## config.mk

```make
export PLATFORM = sky130hd
export DESIGN_NAME = adc_spi_responder
export DESIGN_NICKNAME = d
export VERILOG_FILES = /design/src/rtl/adc_spi_responder_pkg.sv /design/src/rtl/adc_spi_responder_spi_pin_sync.sv /design/src/rtl/adc_spi_responder.sv
export SDC_FILE = /design/constraint.sdc
export NUM_CORES = 1
export LEC_CHECK = 0
export CAP_MARGIN = 30
export CORE_MARGIN = 2
export CORE_UTILIZATION = 35
export CTS_BUF_LIST = sky130_fd_sc_hd__clkbuf_8 sky130_fd_sc_hd__clkbuf_16
export DETAILED_ROUTE_END_ITERATION = 8
export GPL_ROUTABILITY_DRIVEN = 0
export PLACE_DENSITY = 0.54
export SLEW_MARGIN = 20
export SYNTH_ARGS = -nofsm -noshare
export SYNTH_HDL_FRONTEND = slang
export SYNTH_HIERARCHICAL = 1
export SYNTH_SLANG_ARGS = --single-unit
```

## constraint.sdc

```tcl
create_clock -name clk -period 1.4 [get_ports clk]
set_input_delay 0.35 -clock clk [delete_from_list [all_inputs] [get_ports clk]]
set_output_delay 0.35 -clock clk [all_outputs]
set_load 0.05 [all_outputs]
```

## src/rtl/adc_spi_responder_pkg.sv

```systemverilog
`default_nettype none
// ============================================================================
// Module : adc_spi_responder_pkg
// Desc   : Shared constants, state types and frame helper for the ADC/amp model
// Rev    : 1.0
// ============================================================================
package adc_spi_responder_pkg;

  localparam int c_amp_bits   = 8;
  localparam int c_amp_cnt_w  = 4;
  localparam int c_gain_b_msb = 7;
  localparam int c_gain_b_lsb = 4;
  localparam int c_gain_a_msb = 3;
  localparam int c_gain_a_lsb = 0;

  typedef enum logic [0:0] {
    IDLE  = 1'b0,
    SHIFT = 1'b1
  } adc_state_t;

  typedef enum logic [0:0] {
    AMP_IDLE  = 1'b0,
    AMP_SHIFT = 1'b1
  } amp_state_t;

  // Leading gap, A, middle gap, B, trailing gap.
  function automatic int frame_len(input int gap_bits, input int data_w);
    return 3 * gap_bits + 2 * data_w;
  endfunction

endpackage
`default_nettype wire

```

## src/rtl/adc_spi_responder_spi_pin_sync.sv

```systemverilog
`default_nettype none
// ============================================================================
// Module : spi_pin_sync
// Desc   : SYNC_STAGES-deep synchronizer with rise/fall detection on one pin
// Rev    : 1.0
// ============================================================================
module spi_pin_sync #(
  parameter int SYNC_STAGES = 2
) (
  input  logic clk,
  input  logic rst,
  input  logic pin,
  output logic level,
  output logic rise,
  output logic fall
);

  logic [SYNC_STAGES-1:0] r_sync;
  logic                   r_prev;

  generate
    if (SYNC_STAGES == 1) begin : g_single
      always_ff @(posedge clk or negedge rst) begin
        if (!rst) r_sync <= '0;
        else      r_sync <= pin;
      end
    end else begin : g_chain
      always_ff @(posedge clk or negedge rst) begin
        if (!rst) r_sync <= '0;
        else      r_sync <= {r_sync[SYNC_STAGES-2:0], pin};
      end
    end
  endgenerate

  always_ff @(posedge clk or negedge rst) begin
    if (!rst) r_prev <= 1'b0;
    else      r_prev <= level;
  end

  assign level = r_sync[SYNC_STAGES-1];
  assign rise  = level & ~r_prev;
  assign fall  = ~level & r_prev;

endmodule
`default_nettype wire

```

## src/rtl/adc_spi_responder.sv

```systemverilog
`default_nettype none
// ============================================================================
// Module : adc_spi_responder
// Desc   : SPI-slave model of the LTC6912 preamp and LTC1407A dual ADC
// Rev    : 1.0
// ============================================================================
module adc_spi_responder
  import adc_spi_responder_pkg::*;
#(
  parameter int SYNC_STAGES = 2,
  parameter int DATA_W      = 14,
  parameter int GAP_BITS    = 2
) (
  input  logic              clk,
  input  logic              rst,
  input  logic              SPI_SCK,
  input  logic              SPI_MOSI,
  input  logic              AMP_CS,
  input  logic              AD_CONV,
  output logic              AD_DOUT,
  output logic              AMP_DOUT,
  input  logic [DATA_W-1:0] sample_a,
  input  logic [DATA_W-1:0] sample_b,
  output logic              sample_ack,
  output logic [3:0]        gain_a,
  output logic [3:0]        gain_b,
  output logic              gain_valid,
  output logic              gain_err
);

  localparam int c_frame = frame_len(GAP_BITS, DATA_W);
  localparam int c_cnt_w = $clog2(c_frame + 1);
  localparam logic [c_cnt_w-1:0]     c_last_bit = c_cnt_w'(c_frame - 1);
  localparam logic [c_amp_cnt_w-1:0] c_amp_full = c_amp_cnt_w'(c_amp_bits);
  localparam logic [c_amp_cnt_w-1:0] c_amp_sat  = '1;

  localparam int c_pin_sck  = 0;
  localparam int c_pin_mosi = 1;
  localparam int c_pin_cs   = 2;
  localparam int c_pin_conv = 3;

  logic [3:0] w_pin;
  logic [3:0] w_lvl;
  logic [3:0] w_rise;
  logic [3:0] w_fall;

  assign w_pin = {AD_CONV, AMP_CS, SPI_MOSI, SPI_SCK};

  generate
    for (genvar i = 0; i < 4; i++) begin : g_sync
      spi_pin_sync #(
        .SYNC_STAGES(SYNC_STAGES)
      ) u_sync (
        .clk  (clk),
        .rst  (rst),
        .pin  (w_pin[i]),
        .level(w_lvl[i]),
        .rise (w_rise[i]),
        .fall (w_fall[i])
      );
    end
  endgenerate

  logic w_sck_rise, w_sck_fall, w_mosi, w_cs_high, w_cs_rise, w_cs_fall, w_conv_rise;
  assign w_sck_rise  = w_rise[c_pin_sck];
  assign w_sck_fall  = w_fall[c_pin_sck];
  assign w_mosi      = w_lvl[c_pin_mosi];
  assign w_cs_high   = w_lvl[c_pin_cs];
  assign w_cs_rise   = w_rise[c_pin_cs];
  assign w_cs_fall   = w_fall[c_pin_cs];
  assign w_conv_rise = w_rise[c_pin_conv];

  logic w_unused;
  assign w_unused = ^{w_lvl[c_pin_sck], w_rise[c_pin_mosi], w_fall[c_pin_mosi],
                      w_lvl[c_pin_conv], w_fall[c_pin_conv]};

  // ADC side: the whole frame, gaps included, is loaded into one shift register.
  adc_state_t           r_adc_state;
  logic [c_frame-1:0]   r_adc_sh;
  logic [c_cnt_w-1:0]   r_bit_cnt;

  always_ff @(posedge clk or negedge rst) begin
    if (!rst) begin
      r_adc_state <= IDLE;
      r_adc_sh    <= '0;
      r_bit_cnt   <= '0;
      AD_DOUT     <= 1'b0;
      sample_ack  <= 1'b0;
    end else begin
      sample_ack <= 1'b0;
      if (w_conv_rise) begin
        r_adc_state <= SHIFT;
        r_adc_sh    <= {{GAP_BITS{1'b0}}, sample_a, {GAP_BITS{1'b0}}, sample_b,
                        {GAP_BITS{1'b0}}};
        r_bit_cnt   <= '0;
        AD_DOUT     <= 1'b0;
        sample_ack  <= 1'b1;
      end else if (r_adc_state == SHIFT && w_sck_fall && w_cs_high) begin
        AD_DOUT  <= r_adc_sh[c_frame-1];
        r_adc_sh <= {r_adc_sh[c_frame-2:0], 1'b0};
        if (r_bit_cnt == c_last_bit) begin
          r_adc_state <= IDLE;
        end else begin
          r_bit_cnt <= r_bit_cnt + 1'b1;
        end
      end
    end
  end

  amp_state_t                r_amp_state;
  logic [c_amp_bits-1:0]     r_gain;
  logic [c_amp_bits-1:0]     r_amp_in;
  logic [c_amp_bits-1:0]     r_amp_out;
  logic [c_amp_cnt_w-1:0]    r_amp_cnt;

  always_ff @(posedge clk or negedge rst) begin
    if (!rst) begin
      r_amp_state <= AMP_IDLE;
      r_gain      <= '0;
      r_amp_in    <= '0;
      r_amp_out   <= '0;
      r_amp_cnt   <= '0;
      AMP_DOUT    <= 1'b0;
      gain_valid  <= 1'b0;
      gain_err    <= 1'b0;
    end else begin
      gain_valid <= 1'b0;
      gain_err   <= 1'b0;
      case (r_amp_state)
        AMP_IDLE: begin
          if (w_cs_fall) begin
            r_amp_state <= AMP_SHIFT;
            r_amp_out   <= r_gain;
            AMP_DOUT    <= r_gain[c_amp_bits-1];
            r_amp_cnt   <= '0;
          end
        end
        AMP_SHIFT: begin
          if (w_cs_rise) begin
            if (r_amp_cnt == c_amp_full) begin
              r_gain     <= r_amp_in;
              gain_valid <= 1'b1;
            end else begin
              gain_err <= 1'b1;
            end
            r_amp_state <= AMP_IDLE;
            AMP_DOUT    <= 1'b0;
          end else begin
            if (w_sck_rise) begin
              r_amp_in <= {r_amp_in[c_amp_bits-2:0], w_mosi};
              if (r_amp_cnt != c_amp_sat) r_amp_cnt <= r_amp_cnt + 1'b1;
            end
            if (w_sck_fall) begin
              r_amp_out <= {r_amp_out[c_amp_bits-2:0], 1'b0};
              AMP_DOUT  <= r_amp_out[c_amp_bits-2];
            end
          end
        end
        default: r_amp_state <= AMP_IDLE;
      endcase
    end
  end

  assign gain_b = r_gain[c_gain_b_msb:c_gain_b_lsb];
  assign gain_a = r_gain[c_gain_a_msb:c_gain_a_lsb];

endmodule
`default_nettype wire

```

==> results.toml <==
[run_status]
outcome = "finished, violations left"
violations_in_the_final_reports = "negative setup slack"

[finish]
antennaDiodeCount = 0
finish.instance_area_sq_um = 5220
areaGrowthSynthToFinish_pct = 44.4
final_net_count = 432
layout-drive-gt1-share = 0.351

[critical_path]
highest_delay_cell_along_the_critical_path = "dfrtp_1"
crit_path_end_kind = "register"
timing.critical_path.slowest_cell_delay_ps = 410
arrival_ps = 1790
path_delay_family = "simple AND/OR/NAND/NOR gates"
crit_type = "reg -> reg"
cp_max_fo = 7
critical_path_required_ps = 1640
crit_chain = "nor2b_4, or2b_4, o21ai_4, buf_12, mux2_4"
crit_buf_inv = 1
setup.worst_path.start_class = "register"

[cts]
clockBufferDepth = 2
clk_latency_ps = 350
clock_sink_count = 83
cts_tree = "done"
cts-htree-levels = 3
total_clock_buffers_created_by_cts = 9
clock_root_buffer_master = "clkbuf_8"
clk_pin_slew_worst_paths_ps = 80

[floorplanning]
die_h_um = 106
initial_cell_density_of_the_core = 0.355
std_cell_rows = 37
coreArea_sq_um = 10200
fp.dieArea_sq_um = 11100
floorplan.die.width_um = 106
ioPinCount = 47

[placement]
portBuffers = 46
dp.final_hpwl_mm = 5.03
dpl_cell_area_sq_um = 4650

[timing]
rsz0062_at_grt = "true"
setup-violations-final = 57
fin_crit_ps = 1550
slew_headroom = 0.823
postLayoutSetupSlackWorst_ps = -147
timing_hold_violations_final = 0
max_slew.worst_pin.slew_ps = 265
final.setup.tns_ps = -4220
finalMaxSlewViolations = 0
worst_clock_skew_ps = 7.62
max_freq_ghz = 0.646
layout_worst_path_cycle_share = 1.10

[drt]
route.detailed.vias_per_inst = 4.67
drtIter0Drc = 50
vias = 2499
drt.antenna.violating_nets = 0
first_pass_iters = 4
avgRoutedWirePerCell_um = 13.8
drt-total-wl_mm = 7.40
remaining_drc_errors = 0

[job]
max_cap_violations = 0

[power]
pwr_density_cell_nw_per_um2 = 1100
p_leak_nw = 2.24
vdd_drop_max_mv = 0.479

[synth]
post_synth_inst_count = 305
syn_nets = 343
syn_area_sq_um = 3610
yosysWarningCount = 6
syn_area_per_cell_sq_um = 11.8

[global_routing]
grt_pass1_wl_mm = 12.8
maximum_number_of_pins_on_one_net_before_global_route_repair = 41
grt_overflow_total = 0
track_usage = 0.146
grt_antenna_before_repair = 0
first_global_vias = 2597

[worst_hold_path]
holdCritPathClass = "reg -> reg"
placed cells by master (no fill, tap or decap), drive strengths merged, types with 4 or more instances in the layout:
master,count
dfrtp,83
buf,60
nand2,44
o21ai,34
clkdlybuf4s50,32
mux2i,29
mux2,29
clkbuf,10
a21oi,10
inv,8
nand2b,6
nor2b,6
nor2,5
nand4,4
nand3,4
ha,4
worst paths after layout:
path / startpoint / to / slack [ps] / depth (start not counted)
max: g_sync[2].u_sync/r_sync[1] / r_amp_out[5] / -150 / 5
min: g_sync[1].u_sync/r_sync[0] / g_sync[1].u_sync/r_sync[1] / 350 / 0
max reg2reg: g_sync[2].u_sync/r_sync[1] / r_amp_out[5] / -150 / 5
min reg2reg: g_sync[1].u_sync/r_sync[0] / g_sync[1].u_sync/r_sync[1] / 350 / 0
max in group asynchronous: rst / r_adc_sh[29] / 580 / 3
min in group asynchronous: rst / r_amp_cnt[1] / 370 / 2
routing by layer:
metal | GRT usage | part of all wire | routed length, um
met2 | 0.224 | 0.46 | 3400
met3 | 0.0260 | 0.027 | 200
met1 | 0.199 | 0.49 | 3650
met5 | 0 | 0 | 0
met4 | 0.0761 | 0.019 | 141
final cells by class:
class / count / area, sq um
clock buffers: 10 / 138
clock inverters: 6 / 63.8
fillers: 916 / 4970
inverters: 7 / 26.3
multi-input cells: 200 / 1640
flip-flops and latches: 83 / 2080
well taps: 136 / 170
repair buffers: 93 / 1100
power by group:
part | internal, W | total, W | leakage [nW] | switching (W)
Combinational | 0.000644 | 0.00113 | 1.08 | 0.000482
Clock | 0.000872 | 0.00175 | 0.0987 | 0.000878
Sequential | 0.00267 | 0.00286 | 1.07 | 0.000186
Total | 0.00419 | 0.00573 | 2.24 | 0.00155
repair_timing:
item	in CTS	in global routing
endpoints found under the setup margin	61	64
pin swaps	3	7
hold buffers	1	0
gates resized for setup	56	21
buffers inserted	5	10
endpoints found under the hold margin	8	0
registers in the layout, indices dropped and copies added (netlist names):
signal / count
AD_DOUT: 1
AMP_DOUT: 1
g_sync.u_sync/r_prev: 3
g_sync.u_sync/r_sync: 8
gain_err: 1
gain_valid: 1
r_adc_sh: 32
r_adc_state: 1
r_amp_cnt: 4
r_amp_in: 8
r_amp_out: 7
r_amp_state: 1
r_bit_cnt: 6
r_gain: 8
sample_ack: 1
metrics by stage:
step                      utilization  hold slack, ps  worst slack [ps]  total power, W  instances
final                           0.512             353              -147         0.00573        535
after global routing            0.512             365              -175         0.00605        535
after CTS                       0.495             357              -113         0.00573        525
after detailed placement        0.456             205              -160         0.00384        503
after global placement          0.456             209              -111         0.00381        503
after floorplan                     -            54.4             -78.0         0.00337        305
No activity file was read; power rests on OpenSTA's default activity.
